$ cat config.mk
export PLATFORM = sky130hd
export DESIGN_NAME = multi_cycle_control
export DESIGN_NICKNAME = d
export VERILOG_FILES = /design/src/rtl/legv8_ctrl_pkg.sv /design/src/rtl/opcode_decode.sv /design/src/rtl/multi_cycle_control.sv
export SDC_FILE = /design/constraint.sdc
export NUM_CORES = 1
export LEC_CHECK = 0
export ABC_AREA = 1
export CAP_MARGIN = 20
export CORE_UTILIZATION = 40
export CTS_CLUSTER_DIAMETER = 80
export CTS_CLUSTER_SIZE = 10
export DETAILED_ROUTE_END_ITERATION = 10
export GPL_TIMING_DRIVEN = 0
export HOLD_SLACK_MARGIN = 0.15
export PLACE_DENSITY_LB_ADDON = 0.15
export SYNTH_ARGS = -nofsm -noshare
export SYNTH_HDL_FRONTEND = slang
export SYNTH_SLANG_ARGS = --single-unit
$ cat constraint.sdc
create_clock -name clk -period 1.9 [get_ports clk]
set_input_delay 0.19 -clock clk [delete_from_list [all_inputs] [get_ports clk]]
set_output_delay 0.19 -clock clk [all_outputs]
set_load 0.02 [all_outputs]
$ cat src/rtl/legv8_ctrl_pkg.sv
// legv8_ctrl_pkg: shared encodings for the multi-cycle LEGv8 controller
package legv8_ctrl_pkg;
  localparam logic [2:0] S_FETCH  = 3'b000;
  localparam logic [2:0] S_DECODE = 3'b001;
  localparam logic [2:0] S_EXEC   = 3'b010;
  localparam logic [2:0] S_MEM    = 3'b011;
  localparam logic [2:0] S_WB     = 3'b100;
  localparam logic [2:0] S_TRAP   = 3'b101;
  typedef enum logic [3:0] {
    C_R, C_RS, C_I, C_IS, C_LOAD, C_STORE, C_CBZ, C_CBNZ, C_BCOND, C_B, C_BL
  } inst_class_e;
  localparam logic [10:0] OP_ADD   = 11'b10001011000;
  localparam logic [10:0] OP_SUB   = 11'b11001011000;
  localparam logic [10:0] OP_AND   = 11'b10001010000;
  localparam logic [10:0] OP_ORR   = 11'b10101010000;
  localparam logic [10:0] OP_LDUR  = 11'b11111000010;
  localparam logic [10:0] OP_STUR  = 11'b11111000000;
  localparam logic [9:0]  OP_ADDI  = 10'b1001000100;
  localparam logic [9:0]  OP_SUBI  = 10'b1101000100;
  localparam logic [7:0]  OP_CBZ   = 8'b10110100;
  localparam logic [7:0]  OP_CBNZ  = 8'b10110101;
  localparam logic [7:0]  OP_BCOND = 8'b01010100;
  localparam logic [5:0]  OP_B     = 6'b000101;
  localparam logic [5:0]  OP_BL    = 6'b100101;
  localparam logic [1:0] ALU_ADD = 2'b00;
  localparam logic [1:0] ALU_CB  = 2'b01;
  localparam logic [1:0] ALU_R   = 2'b10;
  localparam logic [2:0] BR_NONE  = 3'b000;
  localparam logic [2:0] BR_B     = 3'b001;
  localparam logic [2:0] BR_CBZ   = 3'b010;
  localparam logic [2:0] BR_CBNZ  = 3'b011;
  localparam logic [2:0] BR_BCOND = 3'b100;
  localparam logic [2:0] BR_BL    = 3'b101;
  localparam logic [1:0] MTR_ALU = 2'b00;
  localparam logic [1:0] MTR_MEM = 2'b01;
  localparam logic [1:0] MTR_PC  = 2'b10;
  function automatic logic [2:0] branch_code(input inst_class_e c);
    return c == C_B ? BR_B : c == C_CBZ ? BR_CBZ : c == C_CBNZ ? BR_CBNZ :
           c == C_BCOND ? BR_BCOND : c == C_BL ? BR_BL : BR_NONE;
  endfunction
endpackage

$ cat src/rtl/opcode_decode.sv
// opcode_decode: classify an 11-bit LEGv8 opcode and flag illegal ones
module opcode_decode
  import legv8_ctrl_pkg::*;
(
  input  logic [10:0] opcode,
  output inst_class_e cls,
  output logic        legal
);
  // Priority match; flag-setting forms get their own class so SregUp can be derived later
  always_comb begin
    cls = C_R;
    legal = 1'b1;
    if (opcode == OP_ADD || opcode == OP_AND || opcode == OP_ORR) cls = C_R;
    else if (opcode == OP_SUB) cls = C_RS;
    else if (opcode[10:1] == OP_ADDI) cls = C_I;
    else if (opcode[10:1] == OP_SUBI) cls = C_IS;
    else if (opcode == OP_LDUR) cls = C_LOAD;
    else if (opcode == OP_STUR) cls = C_STORE;
    else if (opcode[10:3] == OP_CBZ) cls = C_CBZ;
    else if (opcode[10:3] == OP_CBNZ) cls = C_CBNZ;
    else if (opcode[10:3] == OP_BCOND) cls = C_BCOND;
    else if (opcode[10:5] == OP_B) cls = C_B;
    else if (opcode[10:5] == OP_BL) cls = C_BL;
    else legal = 1'b0;
  end
endmodule

$ cat src/rtl/multi_cycle_control.sv
// multi_cycle_control: Moore FSM sequencing a multi-cycle LEGv8 datapath
module multi_cycle_control
  import legv8_ctrl_pkg::*;
(
  input  logic        clk,
  input  logic        rst,
  input  logic [31:0] inst,
  input  logic        mem_ready,
  output logic        mem_req,
  output logic        mem_we,
  output logic        mem_sel,
  output logic        PCWrite,
  output logic        IRWrite,
  output logic        RegWrite,
  output logic        Reg2Loc,
  output logic        WRegLoc,
  output logic        ALUSrc,
  output logic        SregUp,
  output logic [1:0]  ALUOp,
  output logic [2:0]  BranchOp,
  output logic [1:0]  MemtoReg,
  output logic        trap,
  output logic [2:0]  state
);
  logic [2:0] state_q, state_d;
  inst_class_e cls_q, dec_cls;
  logic dec_legal, unused_inst;
  logic is_r, is_i, is_sub, is_load, is_store, is_cb, is_bl, is_br;
  logic f, e, m, w;
  opcode_decode u_dec (.opcode(inst[31:21]), .cls(dec_cls), .legal(dec_legal));
  assign unused_inst = ^inst[20:0];
  assign is_r     = cls_q == C_R || cls_q == C_RS;
  assign is_i     = cls_q == C_I || cls_q == C_IS;
  assign is_sub   = cls_q == C_RS || cls_q == C_IS;
  assign is_load  = cls_q == C_LOAD;
  assign is_store = cls_q == C_STORE;
  assign is_cb    = cls_q == C_CBZ || cls_q == C_CBNZ;
  assign is_bl    = cls_q == C_BL;
  assign is_br    = is_cb || is_bl || cls_q == C_B || cls_q == C_BCOND;
  // Next-state selection; mem_ready only matters in the two request states
  always_comb begin
    state_d = S_FETCH;
    case (state_q)
      S_FETCH:  state_d = mem_ready ? S_DECODE : S_FETCH;
      S_DECODE: state_d = dec_legal ? S_EXEC : S_TRAP;
      S_EXEC:   state_d = (is_load || is_store) ? S_MEM : (is_br && !is_bl) ? S_FETCH : S_WB;
      S_MEM:    state_d = !mem_ready ? S_MEM : is_load ? S_WB : S_FETCH;
      S_WB:     state_d = S_FETCH;
      S_TRAP:   state_d = S_TRAP;
      default:  state_d = S_FETCH;
    endcase
  end
  // State and instruction class registers; class is captured only on a legal decode
  always_ff @(posedge clk) begin
    if (rst) begin
      state_q <= S_FETCH;
      cls_q <= C_R;
    end else begin
      state_q <= state_d;
      if (state_q == S_DECODE && dec_legal) cls_q <= dec_cls;
    end
  end
  assign f = !rst && state_q == S_FETCH;
  assign e = !rst && state_q == S_EXEC;
  assign m = !rst && state_q == S_MEM;
  assign w = !rst && state_q == S_WB;
  assign mem_req  = f | m;
  assign mem_sel  = m;
  assign mem_we   = m & is_store;
  assign IRWrite  = f & mem_ready;
  assign PCWrite  = (f & mem_ready) | (e & is_br);
  assign RegWrite = w;
  assign Reg2Loc  = e & (is_store | is_br);
  assign WRegLoc  = w & is_bl;
  assign ALUSrc   = e & (is_i | is_load | is_store);
  assign SregUp   = e & is_sub;
  assign ALUOp    = !e ? ALU_ADD : (is_r | is_i) ? ALU_R : is_cb ? ALU_CB : ALU_ADD;
  assign BranchOp = e ? branch_code(cls_q) : BR_NONE;
  assign MemtoReg = !w ? MTR_ALU : is_load ? MTR_MEM : is_bl ? MTR_PC : MTR_ALU;
  assign trap     = !rst && state_q == S_TRAP;
  assign state    = rst ? S_FETCH : state_q;
endmodule

---- Word level (Yosys, flattened, before mapping) ----
Cells that the tools add are included.
cells by class
  $add $sub $neg .......................... 0
  multipliers ............................. 0
  divide/modulo/power cells ............... 0
  order comparisons ....................... 0
  eq/ne operators ......................... 28
  shift-type cells ........................ 0
  multiplexer cells ....................... 42
  bitwise gates (word level) .............. 13
  reductions and logical operators ........ 21
operator list
  cell                                                                   number
  11-bit equality test, second input constant                            6
  4-bit two-way mux                                                      11
  3-bit two-way mux                                                      12
  10-bit equality test, second input constant                            2
  4-bit by 3-bit equality test with 1-bit output, second input constant  4
  8-bit equality test, second input constant                             2
  3-bit case mux with 5 select lines                                     1
  1-bit two-way mux                                                      13
  4-bit equality test, second input constant                             3
  1-bit logical OR                                                       10
  2-bit two-way mux                                                      5
  4-bit by 2-bit equality test with 1-bit output, second input constant  2
  8-bit by 7-bit equality test with 1-bit output, second input constant  1
  1-bit bitwise AND                                                      7
  1-bit logical AND                                                      7
  3-bit by 2-bit equality test with 1-bit output, second input constant  2
  3-bit equality test, second input constant                             2
  6-bit by 3-bit equality test with 1-bit output, second input constant  1
  6-bit equality test, second input constant                             1
  1-bit bitwise OR                                                       6
  4-bit by 1-bit equality test with 1-bit output, second input constant  1
  4-bit logical NOT                                                      1
  3-bit by 1-bit equality test with 1-bit output, second input constant  1
  3-bit logical NOT                                                      1
  1-bit logical NOT                                                      2
word-level totals
  bits in registers ....................... 7
  bits in latches ......................... 0
  RAM bits ................................ 0
  memory bits (read-only) ................. 0
  input bits .............................. 35
  word-level logic and storage cells ...... 106
  memories ................................ 0

---- Longest topological paths before layout ----
Gate-level depths: netlist (run 1).
  depth after elaboration ................. 14
  depth in mapped cells ................... 9

---- Cells and area by module ----
Synthesis (run 1) repeated with hierarchy kept, for this count alone.
unflattened totals
  cell total of the unflattened synthesis .. 163
  area total of the unflattened synthesis .. 850.8 um^2
by module, submodules not included
  module               instances  cells an instance  area an instance (um^2)  sequential area each (um^2)
  multi_cycle_control  1          97                 539.3                    140.1
  opcode_decode        1          66                 311.5                    0.0

---- Least setup slack after synthesis (run 1) ----
Ideal clock, no wire load.
  kind .................................... flip-flop to output port
  from .................................... reg state_q[2]
  to ...................................... out ALUOp[0]
  data arrival time ....................... 1.276 ns
  setup slack ............................. 0.434 ns
  cell stages (with the launch flop) ...... 6
  path buffers ............................ 0
  path through ............................ dfxtp_1 -> inv_2 -> nand3_1 -> nor2_1 -> inv_1 -> nor3_1
between the ends
  cells in the longest elaborated chain, start to end .. 3
ends and longest elaborated chain
  item                                            RTL line                   source
  start: declaration                              multi_cycle_control.sv:25  logic [2:0] state_q, state_d;
  start signal: assignment                        multi_cycle_control.sv:59  state_q <= state_d;
  3-bit by 2-bit equality test with 1-bit output  multi_cycle_control.sv:64  assign e = !rst && state_q == S_EXEC;
  1-bit logical AND                               multi_cycle_control.sv:64
  2-bit two-way mux                               multi_cycle_control.sv:77  assign ALUOp = !e ? ALU_ADD : (is_r | is_i) ? ALU_R : is_cb ? ALU_CB : ALU_ADD;
  end: declaration                                multi_cycle_control.sv:19  output logic [1:0] ALUOp,
Every way passes these cells.

---- Final worst setup path (run 1) ----
  from .................................... reg cls_q[2]
  to ...................................... out Reg2Loc
between the ends
  cells in the longest elaborated chain, start to end .. 7
  elaborated cells on any way between the ends .. 12
  classes of those cells .................. eq/ne: 6; bitwise: 2; reduce/logical: 4
ends and longest elaborated chain
  item                                            RTL line                   source
  start: declaration                              multi_cycle_control.sv:26  inst_class_e cls_q, dec_cls;
  start signal: assignment                        multi_cycle_control.sv:60  if (state_q == S_DECODE && dec_legal) cls_q <= dec_cls;
  4-bit by 3-bit equality test with 1-bit output  multi_cycle_control.sv:37  assign is_cb = cls_q == C_CBZ || cls_q == C_CBNZ;
  1-bit logical OR                                multi_cycle_control.sv:37
  1-bit logical OR (3 in series)                  multi_cycle_control.sv:39  assign is_br = is_cb || is_bl || cls_q == C_B || cls_q == C_BCOND;
  1-bit bitwise OR *                              multi_cycle_control.sv:73  assign Reg2Loc = e & (is_store | is_br);
  1-bit bitwise AND *                             multi_cycle_control.sv:73
  end: declaration                                multi_cycle_control.sv:15  output logic Reg2Loc,
Mark *: on every way between the ends. The rest lies on a longest branch, timed or not.

==> results of run 1 <==
## state kept, by name (all words and copies together), names as in the netlist
register,count
state_q,3
cls_q,4
## synth_stat cells, types with 4 or more instances
cell type,n
nand2_1,28
nor2_1,25
inv_1,22
nand3_1,16
inv_2,12
a21oi_1,11
nor3_1,9
dfxtp_1,7
nand2_2,7
nand3_2,6
nor2_2,5
o21ai_0,4
## cell usage in the layout (no fill, tap or decap)
cell type / n
dlygate4sd3_1: 1
nand2_1: 28
clkbuf_2: 3
buf_6: 2
nand3_4: 1
dfxtp_1: 7
inv_1: 22
o22ai_1: 1
nand4_1: 1
dlymetal6s2s_1: 3
or2_4: 1
nor2_1: 24
clkdlybuf4s50_1: 15
nor2_2: 6
nor2_4: 2
nand2_2: 7
nand3_1: 16
clkdlybuf4s15_1: 2
o21ai_0: 4
dlygate4sd1_1: 1
dlygate4sd2_1: 9
clkbuf_4: 3
o21ai_1: 1
clkbuf_1: 1
nand3_2: 6
a21oi_1: 11
nor3_1: 9
inv_2: 12
o21ai_4: 1
## report_power, final
part / total, uW / internal [uW] / switching (uW)
Sequential: 158 / 152 / 5.23
Combinational: 167 / 68.6 / 98.5
Clock: 137 / 80.3 / 56.7
Total: 462 / 301 / 160
## layer usage
layer,track usage (%),wire length [um]
met5,0,0
met4,0,0
met3,4.630,164
met2,30.63,1006
met1,29.93,1159
## tightest hold or removal path: stages
cell and delay, ps:
buf_6 100, buf_6 140, a21oi_1 40
## per-stage QoR
stage | TNS, ps | power, uW | cell area (um2) | hold WS, ps | std cells
2_1_floorplan | 0 | 259.4 | 907.1 | 373.6 | 162
3_3_place_gp | -2.116 | 326.6 | 1271 | 393.0 | 222
3_5_place_dp | -55.09 | 329.2 | 1271 | 401.1 | 222
4_1_cts | 0 | 462.9 | 1291 | 277.4 | 227
5_1_grt | 0 | 494.2 | 1290 | 281.6 | 227
6_report | 0 | 461.7 | 1290 | 278.6 | 227
## layout make-up
class                      count  area share, %
multi-input combinational    119          48.01
timing repair buffer          34          24.83
sequential                     7          10.86
inverter                      34          9.893
tap                           27          2.619
clock buffer                   4          2.037
buffer                         2          1.746
## worst min path at each step
stage,startpoint,endpoint,slack [ps],cells after the start
2_1_floorplan,rst,state_q[1],370,2
3_3_place_gp,rst,state_q[1],390,2
3_5_place_dp,rst,state_q[1],400,2
4_1_cts,rst,state_q[0],280,3
5_1_grt,rst,state_q[0],280,3
6_report,rst,cls_q[2],280,3
## timing repair
item / CTS / global route
hold endpoints to repair: 2 / 0
hold buffers: 1 / 0
gates resized for setup: 16 / 15
endpoints found under the setup margin: 15 / 9
## logic make-up after synthesis
group | Yosys count | synth area share [%]
buf+inv | 36 | 16.55
simple gates | 101 | 56.69
flops | 7 | 15.45
compound gates | 18 | 11.31
==> key figures, run 1 <==
Floorplan
  • Die height: 49.62 um
  • Core Region: 2042 um2
  • Die area: 2462 um2
  • Horiz. Die Dim: 49.62 um
  • Row cnt: 16
  • Starting Density: 44.42%
  • I/O pin count: 56

Place
  • DPL Wire Length: 1.933 mm
  • Place WS: -22.53 ps
  • IO buf count: 33
  • GP Congestion: 0.9403

Logic synthesis
  • Number of synthesized flops with an enable pin: 0
  • Syn nets: 197
  • Leading area contributor after synthesis: dfxtp_1
  • Cells after synthesis: 162
  • Sequential share of the synthesized area: 15.45%
  • Post-synthesis register bit count: 7
  • Synthesized area per cell: 5.600 um2
  • Top-area cell type share of the netlist area: 15.45%
  • Synth async-reset ratio: 0%
  • Mapped Area: 907.1 um2
  • Primary FF master, synth: dfxtp_1
  • Yosys cell types: 20
  • Synth top area cells: dfxtp_1 (15%), nand2_1 (12%), nor2_1 (10%)
  • Ys Warns: 0

CTS
  • Setup Fix Bufs, Post-CTS: 0
  • CTS buffer count: 3
  • CTS clock-pin slew for the worst setup and hold paths: 50 ps
  • Clock buffer depth: 2
  • CTS tree: done
  • Sink Count: 7
  • H-tree levels: 1
  • Root buf cell: clkbuf_4
  • Worst-Skew Late Latency: 250 ps

Finish
  • Final net count: 236
  • Multi-input logic area: 619.3 um2
  • Antenna Diode Count: 0
  • Final core utilization: 63.17%
  • Syn-to-layout area delta: 42.21%
  • Fill cell count: 219
  • Storage cell area: 140.1 um2
  • Layout cells sized above 1: 22.00%

Setup path
  • Buf+Inv Stages, Crit Path: 2
  • CP Cell Sequence: inv_1 -> or2_4 -> nor2_4 -> nand2_1 -> a21oi_1 -> dlygate4sd2_1
  • Register-to-register path setup slack: 610 ps
  • Delay-heaviest family, CP: simple AND/OR/NAND/NOR gates
  • Crit Reg-Reg Endpoint: state_q[2]
  • Worst EP arrival: 1620 ps
  • R2R cell count: 7
  • Crit path kind: register to output port
  • Critical Path Source Type: register
  • Slowest-stage cell, CP: dfxtp_1
  • CP required: 1710 ps
  • CP max FO: 5
  • Crit path to: Reg2Loc
  • WP depth: 6
  • CP startpoint: cls_q[2]
  • RR Startpoint: cls_q[2]
  • Worst Setup End Kind: output port
  • Max stage delay on crit path: 350 ps

Timing
  • Final Skew: 6.529 ps
  • Final Max Tran Viols: 0
  • Tmin final: 1809 ps
  • Final period utilization: 95.21%
  • Maximum clock frequency: 552.8 MHz
  • Least-Margin Pin Slew: 238.9 ps
  • RSZ-0062 raised after global routing: no
  • Setup ws final: 91.07 ps
  • Final-report hold violation count: 0
  • Final setup fails: 0
  • Max-slew headroom: 84.05%

Power and ir drop
  • P per Cell Area: 357.9 nW/um2
  • Leakage power: 0.0006905 uW
  • Max IR drop VDD: 0.4523 mV

Route
  • TritonRoute pass-1 iters: 4
  • Antenna Nets Post-Route: 0
  • DR WL/cell: 10.26 um
  • Post-Route WL: 2.330 mm
  • 1st-iter DRT viols: 40
  • DR vias/cell: 4.850
  • Total vias in the final route: 1101
  • Post-route DRC: 0

GRT
  • Gr ovfl total: 0
  • Number of global-route vias before repair: 951
  • Tot GR Track Use: 20.03%
  • Largest net degree at the start of global routing: 11
  • First-pass GRT wire length: 3.960 mm
  • Initial antenna violation count: 0

Outcome
  • Outcome: complete, no violations

Flow run
  • # Max-Cap Violations: 0

Hold path
  • Worst Hold Class: primary input to register
No activity file was read; power rests on OpenSTA's default activity.
==> inputs of run 2 (changes only) <==
--- a/config.mk
+++ b/config.mk
@@ -6,6 +6,7 @@
 export NUM_CORES = 1
 export LEC_CHECK = 0
 export ABC_AREA = 1
+export ABC_CLOCK_PERIOD_IN_PS = 1900
 export CAP_MARGIN = 20
 export CORE_UTILIZATION = 40
 export CTS_CLUSTER_DIAMETER = 80
==> results of run 2 <==
No change in the layout: final DEF, timing and power equal those of run 1.
==> inputs of run 3 (changes only) <==
--- a/config.mk
+++ b/config.mk
@@ -8,7 +8,7 @@
 export ABC_AREA = 1
 export ABC_CLOCK_PERIOD_IN_PS = 1900
 export CAP_MARGIN = 20
-export CORE_UTILIZATION = 40
+export CORE_UTILIZATION = 35
 export CTS_CLUSTER_DIAMETER = 80
 export CTS_CLUSTER_SIZE = 10
 export DETAILED_ROUTE_END_ITERATION = 10
==> key figures, run 3 (synthesis gave the netlist of run 1 again) <==
Power and ir drop
  • Max IR drop VDD: 0.1968 mV
  • Leakage power: 0.0006650 uW
  • P per Cell Area: 362.8 nW/um2

Route
  • Post-route DRC: 0
  • Post-Route WL: 2.372 mm
  • Total vias in the final route: 1117
  • TritonRoute pass-1 iters: 4
  • 1st-iter DRT viols: 19
  • DR vias/cell: 4.857
  • DR WL/cell: 10.31 um
  • Antenna Nets Post-Route: 0

Floorplan
  • I/O pin count: 56
  • Die height: 52.91 um
  • Row cnt: 18
  • Horiz. Die Dim: 52.91 um
  • Core Region: 2455 um2
  • Die area: 2799 um2
  • Starting Density: 36.95%

GRT
  • Tot GR Track Use: 19.42%
  • Met2 Usage GRT: 39.45%
  • Largest net degree at the start of global routing: 11
  • Layer with the highest usage: met2
  • First-pass GRT wire length: 4.064 mm
  • Routing usage on met3: 2.011%
  • Gr ovfl total: 0
  • Number of global-route vias before repair: 1026
  • Met1 usage: 19.25%
  • Initial antenna violation count: 0

CTS
  • Clock buffer depth: 2
  • CTS tree: done
  • CTS buffer count: 3
  • H-tree levels: 1
  • Sink Count: 7
  • Setup Fix Bufs, Post-CTS: 0
  • Worst-Skew Late Latency: 250 ps
  • Root buf cell: clkbuf_4
  • CTS clock-pin slew for the worst setup and hold paths: 50 ps

Outcome
  • Outcome: complete, no violations

Setup path
  • Slowest-stage cell, CP: dfxtp_1
  • Worst EP arrival: 1590 ps
  • CP max FO: 5
  • Critical Path Source Type: register
  • Crit path kind: register to output port
  • Max stage delay on crit path: 350 ps
  • Worst Setup End Kind: output port
  • CP Cell Sequence: inv_1 -> or2_4 -> nor2_4 -> nand2_1 -> nor3_1 -> dlygate4sd2_1
  • CP required: 1710 ps

Finish
  • Largest regs: cls_q: 4 flops, state_q: 3 flops
  • Antenna Diode Count: 0
  • Commonest non-fill, non-tap cell in the layout: nand2_1
  • Max reg flops: 4
  • Top reg by flops: cls_q
  • Syn-to-layout area delta: 40.97%
  • Final net count: 236
  • Most frequent cells in the layout: nand2_1 (28), nor2_1 (24), inv_1 (22)
  • Finished Cell Area: 1279 um2
  • Layout cells sized above 1: 24.00%

Timing
  • Final Skew: 1.122 ps
  • Final setup fails: 0
  • RSZ-0062 raised after global routing: no
  • Tmin final: 1780 ps
  • Final period utilization: 93.67%
  • Maximum clock frequency: 561.9 MHz
  • Least-Margin Pin Slew: 259.2 ps
  • Max-slew headroom: 82.70%
  • Hold_ws: 283.2 ps
  • Final Max Tran Viols: 0
  • Final-report hold violation count: 0

Hold path
  • Worst Hold Class: primary input to register

Place
  • Placed inst area: 1275 um2
  • GP Congestion: 0.8725
  • DPL Wire Length: 1.989 mm
  • IO buf count: 33

Flow run
  • # Max-Cap Violations: 0
## run 3: layer usage
metal / up-vias / part of all wire [%]
met2: 31 / 51
met5: - / 0
met4: 0 / 2.3
li1: 590 / -
met1: 490 / 41
met3: 6 / 5.3
## run 3: critical path: cells and delay by family, from the launching register on
family / cells / cell delay [ps]
and+or+nand+nor: 4 / 580
DFF: 1 / 350
buffers and inverters: 2 / 410
## run 3: per-stage QoR
step	total power (uW)	worst slack (ps)	util [%]	std cells	setup TNS, ps
3_5_place_dp	331.7	-17.53	51.94	225	-21.19
2_1_floorplan	259.4	433.9	-	162	0
4_1_cts	469.9	31.04	52.70	230	0
6_report	463.9	120.3	52.09	230	0
5_1_grt	496.4	2.259	52.09	230	0
3_3_place_gp	327.3	-8.807	51.94	225	-20.19
## run 3: final cells by class
class	count	area (um2)
plain buffers	2	22.52
flip-flops and latches	7	140.1
well taps	30	37.54
repair buffers	34	300.3
inverters	34	127.6
fillers	282	1176
multi-input cells	119	624.3
clock buffers	4	26.28
## run 3: worst paths after layout
| path | cells after the start | from | end | slack [ps] |
|---|---|---|---|---|
| max | 6 | cls_q[2] | mem_we | 120 |
| min reg2reg | 2 | cls_q[2] | cls_q[2] | 480 |
| min | 3 | rst | cls_q[3] | 280 |
| max reg2reg | 7 | cls_q[2] | state_q[2] | 590 |
## run 3: where the power goes
group / internal [uW] / switching, uW
logic: 67.5 / 100
clock network: 80.3 / 57.8
registers: 152 / 5.50
## run 3: what timing repair did
action,in CTS,in global routing
cloned,0,0
hold buffers,1,0
gates resized for setup,17,22
endpoints found under the setup margin,16,10
hold endpoints to repair,2,0
